$ cat src/rtl/mem_wb_stage_if.sv
// Data-memory request/acknowledge bus between the MEM/WB stage (master) and the memory (slave).
interface mem_wb_stage_if #(
    parameter int XLEN = 32
);
    logic            req;
    logic            we;
    logic [XLEN-1:0] addr;
    logic [3:0]      be;
    logic [XLEN-1:0] wdata;
    logic            ack;
    logic [XLEN-1:0] rdata;

    modport master (
        output req, we, addr, be, wdata,
        input  ack, rdata
    );

    modport slave (
        input  req, we, addr, be, wdata,
        output ack, rdata
    );
endinterface

$ cat src/rtl/mem_wb_stage.sv
// Memory-access and writeback stage: issues loads/stores over a req/ack handshake,
// stalls upstream while memory is busy, and registers the register-file write port.
module mem_wb_stage #(
    parameter int XLEN       = 32,
    parameter bit ZERO_GUARD = 1'b1
) (
    input  logic              clk_i,
    input  logic              rst_ni,
    input  logic              valid_i,
    input  logic              RegWrite_i,
    input  logic [1:0]        WriteSrc_i,
    input  logic              MemWrite_i,
    input  logic [2:0]        funct3_i,
    input  logic [4:0]        rd_i,
    input  logic [XLEN-1:0]   ALUResult_i,
    input  logic [XLEN-1:0]   regOp2_i,
    input  logic [XLEN-1:0]   pcPlus4_i,
    input  logic [XLEN-1:0]   ImmOp_i,
    output logic              stall_o,
    output logic              misalign_o,
    mem_wb_stage_if.master    dmem,
    output logic              RegWriteWB_o,
    output logic [4:0]        writeRegAddr_o,
    output logic [XLEN-1:0]   WD3_o
);

    localparam logic [0:0] IDLE = 1'b0;
    localparam logic [0:0] WAIT = 1'b1;

    logic [0:0]      state;
    logic [XLEN-1:0] cap_addr;
    logic [XLEN-1:0] cap_wdata;
    logic [3:0]      cap_be;
    logic            cap_we;
    logic            cap_reg_write;
    logic [2:0]      cap_funct3;
    logic [4:0]      cap_rd;
    logic [1:0]      cap_off;

    logic            is_mem;
    logic            misaligned;
    logic            issue;
    logic            req;
    logic [3:0]      in_be;
    logic [XLEN-1:0] in_wdata;
    logic            wb_en_next;
    logic [4:0]      wb_addr_next;
    logic [XLEN-1:0] wb_data_next;

    function automatic logic [XLEN-1:0] load_extract(input logic [XLEN-1:0] word,
                                                    input logic [2:0]      f3,
                                                    input logic [1:0]      off);
        logic [XLEN-1:0] shifted;
        logic [15:0]     half;
        shifted = word >> {off, 3'b000};
        half    = off[1] ? word[31:16] : word[15:0];
        case (f3)
            3'b000:  return {{24{shifted[7]}}, shifted[7:0]};
            3'b100:  return {24'd0, shifted[7:0]};
            3'b001:  return {{16{half[15]}}, half};
            3'b101:  return {16'd0, half};
            default: return word;
        endcase
    endfunction

    assign is_mem     = valid_i & (MemWrite_i | (WriteSrc_i == 2'b01));
    assign misaligned = is_mem & (((funct3_i[1:0] == 2'b01) & ALUResult_i[0]) |
                                  ((funct3_i[1:0] == 2'b10) & (ALUResult_i[1:0] != 2'b00)));
    assign issue      = (state == IDLE) & is_mem & ~misaligned;

    // Gating with rst_ni keeps every output low while reset is held, even mid-transaction.
    assign req        = rst_ni & ((state == WAIT) | issue);
    assign stall_o    = req & ~dmem.ack;
    assign misalign_o = rst_ni & (state == IDLE) & misaligned;

    always_comb begin
        in_be    = 4'b0000;
        in_wdata = '0;
        case (funct3_i[1:0])
            2'b00: begin
                in_be    = 4'b0001 << ALUResult_i[1:0];
                in_wdata = {4{regOp2_i[7:0]}};
            end
            2'b01: begin
                in_be    = ALUResult_i[1] ? 4'b1100 : 4'b0011;
                in_wdata = {2{regOp2_i[15:0]}};
            end
            default: begin
                in_be    = 4'b1111;
                in_wdata = regOp2_i;
            end
        endcase
    end

    always_comb begin
        dmem.req   = req;
        dmem.we    = 1'b0;
        dmem.addr  = '0;
        dmem.be    = 4'b0000;
        dmem.wdata = '0;
        if (req) begin
            if (state == WAIT) begin
                dmem.we    = cap_we;
                dmem.addr  = cap_addr;
                dmem.be    = cap_be;
                dmem.wdata = cap_wdata;
            end else begin
                dmem.we    = MemWrite_i;
                dmem.addr  = {ALUResult_i[XLEN-1:2], 2'b00};
                dmem.be    = in_be;
                dmem.wdata = in_wdata;
            end
        end
    end

    // Stores never write rd; anything not completing this cycle becomes a bubble.
    always_comb begin
        wb_en_next   = 1'b0;
        wb_addr_next = '0;
        wb_data_next = '0;
        if (state == WAIT) begin
            if (dmem.ack) begin
                wb_en_next   = cap_reg_write & ~cap_we & ~(ZERO_GUARD && (cap_rd == 5'd0));
                wb_addr_next = cap_rd;
                wb_data_next = load_extract(dmem.rdata, cap_funct3, cap_off);
            end
        end else if (valid_i & ~(issue & ~dmem.ack)) begin
            wb_en_next   = RegWrite_i & ~misaligned & ~(is_mem & MemWrite_i) &
                           ~(ZERO_GUARD && (rd_i == 5'd0));
            wb_addr_next = rd_i;
            case (WriteSrc_i)
                2'b00:   wb_data_next = ALUResult_i;
                2'b01:   wb_data_next = load_extract(dmem.rdata, funct3_i, ALUResult_i[1:0]);
                2'b10:   wb_data_next = pcPlus4_i;
                default: wb_data_next = ImmOp_i;
            endcase
        end
    end

    always_ff @(posedge clk_i or negedge rst_ni) begin
        if (!rst_ni) begin
            state         <= IDLE;
            cap_addr      <= '0;
            cap_wdata     <= '0;
            cap_be        <= 4'b0000;
            cap_we        <= 1'b0;
            cap_reg_write <= 1'b0;
            cap_funct3    <= 3'b000;
            cap_rd        <= 5'd0;
            cap_off       <= 2'b00;
        end else begin
            case (state)
                IDLE: begin
                    if (issue && !dmem.ack) begin
                        state         <= WAIT;
                        cap_addr      <= {ALUResult_i[XLEN-1:2], 2'b00};
                        cap_wdata     <= in_wdata;
                        cap_be        <= in_be;
                        cap_we        <= MemWrite_i;
                        cap_reg_write <= RegWrite_i;
                        cap_funct3    <= funct3_i;
                        cap_rd        <= rd_i;
                        cap_off       <= ALUResult_i[1:0];
                    end
                end
                default: begin
                    if (dmem.ack) begin
                        state <= IDLE;
                    end
                end
            endcase
        end
    end

    always_ff @(posedge clk_i or negedge rst_ni) begin
        if (!rst_ni) begin
            RegWriteWB_o   <= 1'b0;
            writeRegAddr_o <= 5'd0;
            WD3_o          <= '0;
        end else begin
            RegWriteWB_o   <= wb_en_next;
            writeRegAddr_o <= wb_addr_next;
            WD3_o          <= wb_data_next;
        end
    end

endmodule

$ cat src/flat_wrapper.sv
// flat-port wrapper written by rule: the top's interface ports become plain ports
module mem_wb_stage_flat 
#(
    parameter int XLEN       = 32,
    parameter bit ZERO_GUARD = 1'b1
)
  (clk_i, rst_ni, valid_i, RegWrite_i, WriteSrc_i, MemWrite_i, funct3_i, rd_i, ALUResult_i, regOp2_i, pcPlus4_i, ImmOp_i, stall_o, misalign_o, RegWriteWB_o, writeRegAddr_o, WD3_o, dmem_req, dmem_we, dmem_addr, dmem_be, dmem_wdata, dmem_ack, dmem_rdata);
  mem_wb_stage_if #(.XLEN(XLEN)) dmem_i ();
  input  logic clk_i;
  input  logic rst_ni;
  input  logic valid_i;
  input  logic RegWrite_i;
  input  logic [1:0] WriteSrc_i;
  input  logic MemWrite_i;
  input  logic [2:0] funct3_i;
  input  logic [4:0] rd_i;
  input  logic [XLEN-1:0] ALUResult_i;
  input  logic [XLEN-1:0] regOp2_i;
  input  logic [XLEN-1:0] pcPlus4_i;
  input  logic [XLEN-1:0] ImmOp_i;
  output logic stall_o;
  output logic misalign_o;
  output logic RegWriteWB_o;
  output logic [4:0] writeRegAddr_o;
  output logic [XLEN-1:0] WD3_o;
  output wire logic [$bits(dmem_i.req)-1:0] dmem_req;
  output wire logic [$bits(dmem_i.we)-1:0] dmem_we;
  output wire logic [$bits(dmem_i.addr)-1:0] dmem_addr;
  output wire logic [$bits(dmem_i.be)-1:0] dmem_be;
  output wire logic [$bits(dmem_i.wdata)-1:0] dmem_wdata;
  input wire logic [$bits(dmem_i.ack)-1:0] dmem_ack;
  input wire logic [$bits(dmem_i.rdata)-1:0] dmem_rdata;
  assign dmem_req = dmem_i.req;
  assign dmem_we = dmem_i.we;
  assign dmem_addr = dmem_i.addr;
  assign dmem_be = dmem_i.be;
  assign dmem_wdata = dmem_i.wdata;
  assign dmem_i.ack = dmem_ack;
  assign dmem_i.rdata = dmem_rdata;
  mem_wb_stage #(.XLEN(XLEN), .ZERO_GUARD(ZERO_GUARD)) u_core (.clk_i(clk_i), .rst_ni(rst_ni), .valid_i(valid_i), .RegWrite_i(RegWrite_i), .WriteSrc_i(WriteSrc_i), .MemWrite_i(MemWrite_i), .funct3_i(funct3_i), .rd_i(rd_i), .ALUResult_i(ALUResult_i), .regOp2_i(regOp2_i), .pcPlus4_i(pcPlus4_i), .ImmOp_i(ImmOp_i), .stall_o(stall_o), .misalign_o(misalign_o), .dmem(dmem_i), .RegWriteWB_o(RegWriteWB_o), .writeRegAddr_o(writeRegAddr_o), .WD3_o(WD3_o));
endmodule
$ cat config.mk
export PLATFORM = sky130hd
export DESIGN_NAME = mem_wb_stage_flat
export DESIGN_NICKNAME = d
export VERILOG_FILES = /design/src/rtl/mem_wb_stage_if.sv /design/src/rtl/mem_wb_stage.sv /design/src/flat_wrapper.sv
export SDC_FILE = /design/constraint.sdc
export NUM_CORES = 1
export LEC_CHECK = 0
export CAP_MARGIN = 20
export CORE_UTILIZATION = 30
export DETAILED_ROUTE_END_ITERATION = 16
export PLACE_DENSITY_LB_ADDON = 0.05
export SETUP_SLACK_MARGIN = 0.5
export SYNTH_ARGS = -nofsm -noshare
export SYNTH_HDL_FRONTEND = slang
export SYNTH_SLANG_ARGS = --single-unit
$ cat constraint.sdc
create_clock -name clk_i -period 2.2 [get_ports clk_i]
set_input_delay 0.44 -clock clk_i [delete_from_list [all_inputs] [get_ports clk_i]]
set_output_delay 0.44 -clock clk_i [all_outputs]
set_load 0.02 [all_outputs]
# [After elaboration in Yosys (flattened, before gate mapping)]
# Index checks and enable logic that the tools add are counted.
# Widths: inputs -> output; s select.
[word_totals] ff_bits=117 input_bits=176 word_cells=92
[classes] n_eq_ne=10 n_shift=3 muxes=28 bitwise=29 n_reduce_logical=10
[op_table] operator="$pmux 32 s4" count=2
[op_table] operator="$mux 32" count=7
[op_table] operator="$pmux 32 s3" count=1
[op_table] operator="$pmux 32 s2" count=1
[op_table] operator="$shr 32x5->8" count=2
[op_table] operator="$mux 16" count=2
[op_table] operator="$and 1x1->1" count=18
[op_table] operator="$mux 5" count=3
[op_table] operator="$eq 3x3->1 const B" count=4
[op_table] operator="$mux 4" count=3
[op_table] operator="$logic_not 5->1" count=2
[op_table] operator="$mux 1" count=8
[op_table] operator="$not 1->1" count=8
[op_table] operator="$pmux 4 s2" count=1
[op_table] operator="$eq 3x1->1 const B" count=2
[op_table] operator="$logic_not 3->1" count=2
[op_table] operator="$eq 2x1->1 const B" count=2
[op_table] operator="$eq 2x2->1 const B" count=2
[op_table] operator="$logic_not 2->1" count=2
[op_table] operator="$shl 1x2->4 const A" count=1
[op_table] operator="$or 1x1->1" count=3
[op_table] operator="$reduce_and 2->1" count=1
[op_table] operator="$reduce_bool 2->1" count=1
[op_table] operator="$logic_and 1x1->1" count=1
[op_table] operator="$logic_not 1->1" count=1

# [Depth between registers and ports, before layout]
# Gate-level depths: netlist of the first run.
[depth] ltp_word=11 mapped_depth=9

# [Worst setup path before layout of the first run]
# OpenSTA, ideal clock, no wires.
[synth_timing] path_kind="in2out" start="input port ALUResult_i[1]" end="output port dmem_be[1]" arrival_time_ps=1935 path_slack_ps=-175 path_stages=7 path_buffers=2 cell_sequence="buf_2 nor2_2 o31ai_4 o31ai_1 nand2_1 buf_4 nor3_1"
[synth_between] elab_chain_len=9
[synth_lines] element="from (decl)" line_no="flat_wrapper.sv:17" source="input logic [XLEN-1:0] ALUResult_i;"
[synth_lines] element="$reduce_bool 2->1" line_no="mem_wb_stage.sv:68" source="((funct3_i[1:0] == 2'b10) & (ALUResult_i[1:0] != 2'b00)));"
[synth_lines] element="$and 1x1->1" line_no="mem_wb_stage.sv:68"
[synth_lines] element="$or 1x1->1" line_no="mem_wb_stage.sv:67" source="assign misaligned = is_mem & (((funct3_i[1:0] == 2'b01) & ALUResult_i[0]) |"
[synth_lines] element="$and 1x1->1" line_no="mem_wb_stage.sv:67"
[synth_lines] element="$not 1->1" line_no="mem_wb_stage.sv:69" source="assign issue = (state == IDLE) & is_mem & ~misaligned;"
[synth_lines] element="$and 1x1->1" line_no="mem_wb_stage.sv:69"
[synth_lines] element="$or 1x1->1" line_no="mem_wb_stage.sv:72" source="assign req = rst_ni & ((state == WAIT) | issue);"
[synth_lines] element="$and 1x1->1" line_no="mem_wb_stage.sv:72"
[synth_lines] element="$mux 4 *" line_no="mem_wb_stage.sv:101" source="if (req) begin"
[synth_lines] element="to (decl)" line_no="flat_wrapper.sv:29" source="output wire logic [$bits(dmem_i.be)-1:0] dmem_be;"
# Mark *: on every way between the ends. The rest lies on a longest branch, timed or not.

# [Final worst setup path of the first run]
[layout_timing] start="input port WriteSrc_i[1]" end="output port dmem_wdata[25]"
[layout_between] elab_chain_len=9
[layout_lines] element="from (decl)" line_no="flat_wrapper.sv:13" source="input logic [1:0] WriteSrc_i;"
[layout_lines] element="$eq 2x1->1 *"
[layout_lines] element="$or 1x1->1 *" line_no="mem_wb_stage.sv:66" source="assign is_mem = valid_i & (MemWrite_i | (WriteSrc_i == 2'b01));"
[layout_lines] element="$and 1x1->1 *" line_no="mem_wb_stage.sv:66"
[layout_lines] element="$and 1x1->1" line_no="mem_wb_stage.sv:67"
[layout_lines] element="$not 1->1" line_no="mem_wb_stage.sv:69"
[layout_lines] element="$and 1x1->1 *" line_no="mem_wb_stage.sv:69"
[layout_lines] element="$or 1x1->1 *" line_no="mem_wb_stage.sv:72"
[layout_lines] element="$and 1x1->1 *" line_no="mem_wb_stage.sv:72"
[layout_lines] element="$mux 32 *" line_no="mem_wb_stage.sv:101"
[layout_lines] element="to (decl)" line_no="flat_wrapper.sv:30" source="output wire logic [$bits(dmem_i.wdata)-1:0] dmem_wdata;"
# Marked as above.

==> results by group, run 1 <==
Final layout
  • Most frequent cells in the layout: nand2_1 (198), clkdlybuf4s50_1 (161), buf_4 (115), dfrtp_1 (115), buf_6 (92)
  • Area Growth Syn to Fin: 81.9%
  • Most common cell after layout, fill and taps aside: nand2_1
  • Post-route cell area: 14000 sq um
  • Fin nets: 1526
  • Core Util, Final: 55.5%
  • Layout cells sized above 1: 33.2%

Yosys
  • EDFF count, synth: 0
  • Post-synth ARST share: 100%
  • Yosys warning total: 0
  • Share of Yosys cell area claimed by the top area cell type: 38.1%
  • Synthesized cell area: 7690 sq um
  • Top FF cell, synth: dfrtp_1
  • Post-synthesis sequential area ratio: 38.1%
  • Post-synth top area cell: dfrtp_1
  • Syn avg cell area: 8.01 sq um
  • Mapped Cells: 959
  • Netlist cell types: 54
  • Flop and latch count out of synthesis: 117
  • Dominant cells by area after synthesis: dfrtp_1 (38%), nand2_1 (11%), mux2i_1 (11%)

STA
  • Post-layout min period: 2.27 ns
  • RSZ-0062 raised after global routing: yes
  • Final hold violations: 0
  • Final setup fails: 67
  • Clock Skew: 0.0116 ns
  • Fin crit share: 103%
  • Fin Hold WS: 0.0163 ns
  • Highest Clock Rate: 441 MHz
  • Fin. max-slew vios: 0
  • Rel. slew slack: 36.1%
  • Slew @ Worst Pin: 0.958 ns
  • Fin worst setup slack: -0.0698 ns
  • Setup TNS: -2.03 ns

Floorplanning
  • Die X: 162 um
  • Initial Util: 30.5%
  • Die area: 26300 sq um
  • Die height: 162 um
  • Site Rows: 58
  • Core box area: 25200 sq um
  • Ports: 286

Placed design
  • Placed instance area: 11900 sq um
  • Pre-CTS WS: -1.07 ns
  • PortBufs: 283
  • Hpwl dp: 24.2 mm
  • Gpl congestion: 0.926

Global routing
  • Initial antenna violation count: 3
  • Vias in the first global route: 8476
  • Met2 usage: 43.7%
  • Grt ovf: 0
  • First-pass GRT wire length: 51.8 mm
  • Largest net degree at the start of global routing: 69
  • GRT Overall Usage: 26.2%
  • GR Util met1: 34.8%
  • GR Util met3: 4.90%
  • GR peak layer: met2

Drt
  • Vias/cell: 5.13
  • Wire per inst: 20.8 um
  • Via count: 8696
  • DRC Markers: 0
  • Drt total wl: 35.2 mm
  • TritonRoute pass-1 iters: 5
  • Iteration-0 DRC Markers: 650
  • Post-route ant nets: 0

Critical path
  • R2R setup slack: 0.24 ns
  • CP Launch Point: WriteSrc_i[1]
  • CP max FO: 8
  • CP endpoint kind: output pin
  • R2R cell count: 8
  • Worst Setup EP: dmem_wdata[25]
  • Critical path class: in2out
  • Worst setup SP type: primary input
  • RR Startpoint: u_core.state$_DFF_PN0_
  • Critical Path AT: 1.83 ns
  • Worst Path Required: 1.76 ns
  • Capturing point of the worst reg2reg path: u_core.cap_wdata[5]$_DFFE_PN0P_

CTS
  • CTS tree: done
  • Root buffer cell: clkbuf_16
  • Sink Count: 117
  • Buffer depth of the longest clock path: 2
  • H-tree depth: 4
  • Worst skew pair latency: 0.42 ns
  • CTS clk-pin slew, worst paths: 0.06 ns
  • Hold-fix buffers at CTS: 0
  • Clock buffer count from CTS: 17

Power
  • Pwr Density: 655 nW/um^2
  • Static Leak: 6.29 nW
  • VDD IR-drop max: 0.434 mV

Job
  • Max cap viols: 0

Status
  • Status: finished with violations
  • Violated checks: setup timing

Worst hold path
  • Worst hold path type: in2async
==> critical path: stages <==
cell	delay [ns]
buf_8	0.10
and2b_2	0.25
nor2_4	0.06
o31ai_4	0.27
nand2_4	0.14
buf_6	0.17
buf_12	0.15
nor2_2	0.12
buf_6	0.12
==> stage by stage <==
| stage | std cells | power [mW] |
|---|---|---|
| final | 1696 | 9.15 |
| after global routing | 1696 | 9.56 |
| after CTS | 1679 | 8.98 |
| after detailed placement | 1622 | 5.73 |
| after global placement | 1622 | 5.70 |
| after floorplan | 960 | 4.37 |
==> how the worst min path moves through the flow <==
stage                                    startpoint                                to  slack [ns]  depth (start not counted)
detailed placement  u_core.cap_wdata[3]$_DFFE_PN0P_   u_core.cap_wdata[3]$_DFFE_PN0P_        0.46                          2
global placement    u_core.cap_addr[26]$_DFFE_PN0P_   u_core.cap_addr[26]$_DFFE_PN0P_        0.45                          2
CTS                                          rst_ni  u_core.cap_wdata[20]$_DFFE_PN0P_       0.008                          2
global route                                 rst_ni  u_core.cap_wdata[20]$_DFFE_PN0P_        0.01                          2
floorplan                                    rst_ni     u_core.RegWriteWB_o$_DFF_PN0_        0.14                          0
finish                                       rst_ni  u_core.cap_wdata[20]$_DFFE_PN0P_        0.02                          2
==> cell type report <==
type / instances / area, sq um
antenna: 3 / 7.51
clock buffer: 18 / 429
clock inverter: 14 / 175
fill: 2328 / 11200
inverter: 14 / 66.3
multi-input combinational: 746 / 5180
sequential: 117 / 2930
tap: 330 / 413
timing repair buffer: 454 / 4780
==> power by group <==
part | total (mW) | switching (mW) | internal, mW
logic | 3.32 | 1.71 | 1.60
registers | 2.90 | 0.310 | 2.59
clock network | 2.94 | 1.14 | 1.79
==> synthesized netlist by cell type, drive strengths merged, types with 2 or more instances <==
cell / n
nor3: 3
mux2i: 81
o31ai: 6
nand2b: 5
a211oi: 6
o21ai: 66
or4: 3
o22ai: 57
o2111ai: 6
buf: 42
a2bb2oi: 7
a22oi: 7
or3: 6
clkbuf: 41
mux4: 2
a221o: 16
a31oi: 3
nor2: 133
inv: 13
dfrtp: 117
o221ai: 7
nor2b: 2
nor3b: 2
o21a: 2
a221oi: 3
a22o: 6
a21oi: 53
nand3b: 2
nand2: 223
mux2: 24
==> layer usage <==
| metal | up-vias | share of wire (%) |
|---|---|---|
| met3 | 29 | 5.6 |
| met4 | 0 | 1.6 |
| met2 | 292 | 48 |
| met1 | 4194 | 44 |
| met5 | - | 0 |
| li1 | 4181 | - |
==> cells by family after synthesis <==
family | synth area share (%)
buffers and inverters | 5.89
other | 0.0488
muxes | 14.7
DFF | 38.1
AOI/OAI and AO/OA | 21.0
and+or+nand+nor | 20.3
==> registers in the layout (all words and copies together) (netlist names) <==
name and flops:
u_core.writeRegAddr_o 5, u_core.cap_addr 30, u_core.cap_rd 5, u_core.WD3_o 32, u_core.cap_reg_write 1, u_core.state 1
u_core.cap_wdata 32, u_core.cap_be 4, u_core.cap_off 2, u_core.cap_funct3 3, u_core.cap_we 1, u_core.RegWriteWB_o 1
==> what timing repair did <==
item | CTS | global route
hold endpoints to repair | 0 | 0
setup endpoints to repair | 224 | 190
buffers inserted | 15 | 11
pin swaps | 49 | 46
cloned | 10 | 3
gates resized for setup | 587 | 124
No activity file was read; power rests on OpenSTA's default activity.
==> inputs of run 2 (changes only) <==
- SKIP_LAST_GASP: unset -> 1
==> run 2 against run 1 <==
Setup slack improved by 0.0028 ns. Register-to-register slack barely moved. Via count is 0.33% lower. Largest power group unchanged. Cell count down 0.12%. Sequential power about the same. The run still ends with setup timing left. Critical path depth did not move. Combinational power about the same. Routed wire length shrank 0.23%. Largest cell class unchanged. Clock-buffer cell count stayed put. Clock power is essentially flat. Maximum frequency up 0.13%. Non-clock buffer count is 2 lower.
==> results by group, run 2 (synthesis results as in run 1) <==
Final layout
  • Area Growth Syn to Fin: 81.3%
  • Final Instance Count excl. Fillers: 1694
  • Layout cells sized above 1: 31.1%
  • Seq. cell area: 2930 sq um
  • Biggest regs: u_core.WD3_o x32, u_core.cap_wdata x32, u_core.cap_addr x30
  • Area of the multi-input gates: 5050 sq um
  • Core Util, Final: 55.4%
  • Most frequent cells in the layout: nand2_1 (220), clkdlybuf4s50_1 (162), buf_4 (118)
  • Fill cells: 2326
  • Most common cell after layout, fill and taps aside: nand2_1
  • Fin nets: 1524

Floorplanning
  • Initial Util: 30.5%
  • Die X: 162 um
  • Die area: 26300 sq um
  • Ports: 286
  • Core box area: 25200 sq um
  • Site Rows: 58
  • Die height: 162 um

Job
  • Max cap viols: 0

Critical path
  • Worst Path Required: 1.76 ns
  • CP max FO: 8
  • Critical path class: in2out
  • Critical Path AT: 1.83 ns
  • CP endpoint kind: output pin
  • RR Startpoint: u_core.state$_DFF_PN0_
  • Worst setup SP type: primary input
  • CP Launch Point: WriteSrc_i[1]

STA
  • Post-layout min period: 2.27 ns
  • Rel. slew slack: 35.2%
  • Fin. max-slew vios: 0
  • Fin worst setup slack: -0.0670 ns
  • RSZ-0062 raised after global routing: yes
  • Final setup fails: 68
  • Fin crit share: 103%
  • Slew @ Worst Pin: 0.972 ns
  • Fin Hold WS: 0.0192 ns
  • Clock Skew: 0.00918 ns
  • Highest Clock Rate: 441 MHz
  • Final hold violations: 0

Drt
  • DRC Markers: 0
  • Drt total wl: 35.2 mm
  • Highest routed layer: met4
  • Met3 WL post-DR: 2.14 mm
  • Met1 Wirelength: 15.4 mm
  • Via count: 8667
  • TritonRoute pass-1 iters: 4
  • Vias/cell: 5.12
  • Iteration-0 DRC Markers: 613
  • Wire per inst: 20.8 um
  • Met2 wire len: 16.9 mm
  • Post-route ant nets: 0

Power
  • Static Leak: 6.63 nW
  • Total chip power: 9.09 mW
  • Comb pwr share: 36.2%
  • Pwr Density: 652 nW/um^2
  • Clock Power Share: 32.2%
  • Net switching fraction of the power: 34.2%
  • NetSw: 3.11 mW
  • Sequential share of power: 31.6%
  • VDD IR-drop max: 0.431 mV
  • P_int: 5.98 mW

Placed design
  • PortBufs: 283
  • Hpwl dp: 24.2 mm
  • Placed cell count: 1622
  • Gpl congestion: 0.926

Status
  • Status: finished with violations
  • Violated checks: setup timing

Global routing
  • First-pass GRT wire length: 51.7 mm
  • Initial antenna violation count: 3
  • GRT Overall Usage: 26.2%
  • Grt ovf: 0
  • Vias in the first global route: 8491
  • Largest net degree at the start of global routing: 69

CTS
  • Root buffer cell: clkbuf_16
  • Worst skew pair latency: 0.43 ns
  • H-tree depth: 4
  • Sink Count: 117
  • CTS clk-pin slew, worst paths: 0.06 ns
  • Clock buffer count from CTS: 17
  • Buffer depth of the longest clock path: 2
  • CTS tree: done

Worst hold path
  • Worst hold path type: in2async
-- run 2: changes by cell type in the layout (fill, tap and decap cells not counted), sizes merged --
cell / delta
clkdlybuf4s50: +1
dlymetal6s2s: +32
buf: -2
dlygate4sd2: -33
-- run 2: repair_timing --
item | CTS | global route
gates cloned | 10 | 2
resized for setup | 541 | 120
hold buffers | 0 | 0
pin swaps | 45 | 28
setup endpoints to repair | 224 | 223
buffers inserted | 15 | 10
-- run 2: worst max-delay path, stage by stage --
cell,delay (ns)
buf_8,0.10
and2b_2,0.25
nor2_4,0.06
o31ai_4,0.27
nand2_4,0.14
buf_6,0.17
buf_12,0.15
nor2_2,0.12
buf_6,0.12
-- run 2: metal layers --
metal  GRT usage [%]  up-vias
li1                -     4170
met1            34.6     4152
met2            43.6      307
met3            4.88       38
met4            7.50        0
met5               0        -
-- run 2: area by class of cell --
type | instances | area share, %
tap | 330 | 2.96
multi-input combinational | 746 | 36.2
sequential | 117 | 21.0
timing repair buffer | 452 | 34.9
clock inverter | 14 | 1.26
clock buffer | 18 | 3.08
inverter | 14 | 0.476
antenna | 3 | 0.0539
-- run 2: path summary, 6_finish.rpt --
check	to	slack (ns)	cells after the start
min	u_core.cap_be[1]$_DFFE_PN0P_	0.02	2
max reg2reg	u_core.cap_be[2]$_DFFE_PN0P_	0.25	8
min in group clk_i	u_core.state$_DFF_PN0_	0.45	3
max	dmem_wdata[25]	-0.07	9
max in group asynchronous	u_core.cap_wdata[31]$_DFFE_PN0P_	1.24	2
min reg2reg	u_core.cap_addr[10]$_DFFE_PN0P_	0.47	2
-- run 2: power groups by stage --
| stage | Clock [mW] | Combinational [mW] | Sequential, mW |
|---|---|---|---|
| detailed placement | 0 | 2.85 | 2.87 |
| global route | 3.06 | 3.53 | 2.92 |
| CTS | 2.99 | 3.17 | 2.85 |
| floorplan | 0 | 1.48 | 2.89 |
| global placement | 0 | 2.83 | 2.87 |
| finish | 2.93 | 3.29 | 2.87 |
-- run 2: stage by stage --
step                      setup WS [ns]  setup TNS [ns]  cell area [sq um]
after floorplan                  0.0808               0               8020
after global placement           -0.998          -99.39              11900
after detailed placement          -1.07         -103.89              11900
after CTS                       -0.0851           -2.96              13400
after global routing             -0.134           -6.10              13900
final                           -0.0670           -1.89              13900
==> inputs of run 3 (changes only) <==
- SLEW_MARGIN: unset -> 25
- clock period: 2.2 -> 2.65 ns (I/O delays scaled with it)
==> run 3 against run 2 <==
Non-clock buffer count is 51 lower. Critical path type unchanged. Sequential cell count stayed put. The run now ends clean. Sequential power shrank 17%. Core utilization fell by 3.7 points. Register-to-register slack gained 0.36 ns. Via count fell by 2.2%. Sequential share of layout area up 1.5 points. Combinational power down 24%.
==> results by group, run 3 (synthesis results as in run 1) <==
CTS
  • CTS tree: done
  • CTS clk-pin slew, worst paths: 0.06 ns
  • Root buffer cell: clkbuf_16
  • H-tree depth: 4
  • Sink Count: 117
  • Clock buffer count from CTS: 17
  • Worst skew pair latency: 0.42 ns
  • Buffer depth of the longest clock path: 2

Global routing
  • First-pass GRT wire length: 50.8 mm
  • GRT Overall Usage: 25.8%
  • Grt ovf: 0
  • Initial antenna violation count: 3
  • Vias in the first global route: 8231
  • Largest net degree at the start of global routing: 81

Floorplanning
  • Initial Util: 30.5%
  • Die height: 162 um
  • Ports: 286
  • Die area: 26300 sq um
  • Site Rows: 58
  • Die X: 162 um
  • Core box area: 25200 sq um

STA
  • Rel. slew slack: 41.0%
  • Final hold violations: 0
  • Fin. max-slew vios: 0
  • Fin crit share: 94.2%
  • Fin Hold WS: 0.341 ns
  • Highest Clock Rate: 401 MHz
  • Post-layout min period: 2.50 ns
  • Final setup fails: 0
  • Clock Skew: 0.00934 ns
  • Slew @ Worst Pin: 0.885 ns
  • RSZ-0062 raised after global routing: yes
  • Setup TNS: 0 ns

Final layout
  • Area of the multi-input gates: 4840 sq um
  • Area Growth Syn to Fin: 69.2%
  • Core Util, Final: 51.7%
  • Fill cells: 2418
  • Most frequent cells in the layout: nand2_1 (222), clkdlybuf4s50_1 (204), dfrtp_1 (116)
  • Biggest regs: u_core.WD3_o x32, u_core.cap_wdata x32, u_core.cap_addr x30
  • Fin nets: 1473
  • Most common cell after layout, fill and taps aside: nand2_1
  • Seq. cell area: 2930 sq um
  • Layout cells sized above 1: 25.9%

Drt
  • Iteration-0 DRC Markers: 508
  • DRC Markers: 0
  • Vias/cell: 5.16
  • Via count: 8475
  • Wire per inst: 20.8 um
  • TritonRoute pass-1 iters: 5
  • Drt total wl: 34.2 mm
  • Post-route ant nets: 0

Placed design
  • PortBufs: 283
  • Hpwl dp: 23.5 mm
  • Gpl congestion: 0.903

Critical path
  • CP max stage cell: o31ai_4
  • Crit-path cells: buf_6, and2b_2, nor2_4, o31ai_4, nand2_4, buf_12, buf_12, buf_16, nor2_4, buf_6
  • Worst setup SP type: primary input
  • Critical path's top delay family: buffers and inverters
  • Critical Path AT: 1.97 ns
  • Worst Path Required: 2.12 ns
  • R2R setup slack: 0.61 ns
  • Bufs and invs on worst path: 5
  • CP max FO: 8
  • CP max stage delay: 0.27 ns
  • CP endpoint kind: output pin
  • Critical path class: in2out

Job
  • Max cap viols: 0

Worst hold path
  • Worst hold path type: in2async

Power
  • Static Leak: 5.68 nW
  • VDD IR-drop max: 0.427 mV
  • Pwr Density: 568 nW/um^2

Status
  • Status: finished, final reports clean
==> run 3: layer usage <==
| metal | up-vias | share of wire (%) | global-route usage, % |
|---|---|---|---|
| li1 | 4056 | - | - |
| met1 | 4037 | 43 | 34.0 |
| met2 | 341 | 48 | 42.2 |
| met3 | 39 | 6.6 | 5.31 |
| met4 | 2 | 2.4 | 8.28 |
| met5 | - | 0.032 | 0 |
==> run 3: cell type report <==
| class | instances | area share [%] |
|---|---|---|
| sequential | 117 | 22.5 |
| clock buffer | 20 | 3.43 |
| multi-input combinational | 746 | 37.2 |
| timing repair buffer | 401 | 31.8 |
| antenna | 2 | 0.0385 |
| inverter | 14 | 0.452 |
| clock inverter | 12 | 1.36 |
| tap | 330 | 3.17 |
==> run 3: final timing paths <==
check,startpoint,depth (start not counted),to
min in group clk_i,u_core.cap_addr[12]$_DFFE_PN0P_,2,u_core.cap_addr[12]$_DFFE_PN0P_
setup reg to reg,u_core.cap_funct3[0]$_DFFE_PN0P_,5,u_core.WD3_o[0]$_DFF_PN0_
hold reg to reg,u_core.cap_addr[12]$_DFFE_PN0P_,2,u_core.cap_addr[12]$_DFFE_PN0P_
setup / recovery,WriteSrc_i[1],10,dmem_addr[24]
max in group asynchronous,rst_ni,2,u_core.cap_wdata[6]$_DFFE_PN0P_
hold / removal,rst_ni,2,u_core.state$_DFF_PN0_
==> run 3: where the power goes <==
part,total [mW],internal (mW),switching (mW)
combinational,2.50,1.19,1.32
sequential,2.38,2.15,0.227
clock,2.51,1.60,0.910
total,7.39,4.94,2.46
==> run 3: what timing repair did <==
item,CTS,global route
hold buffers,0,0
setup endpoints to repair,110,90
gates cloned,5,2
setup buffers,12,5
pin swaps,30,23
gates resized for setup,431,50
==> run 3: per-stage QoR <==
step	std cells	area (sq um)	setup slack, ns	power, mW
2_1_floorplan	960	7980	0.316	3.61
3_3_place_gp	1584	11600	-0.629	4.65
3_5_place_dp	1584	11600	-0.670	4.67
4_1_cts	1633	12700	0.111	7.38
5_1_grt	1641	13000	0.104	7.77
6_report	1642	13000	0.154	7.39
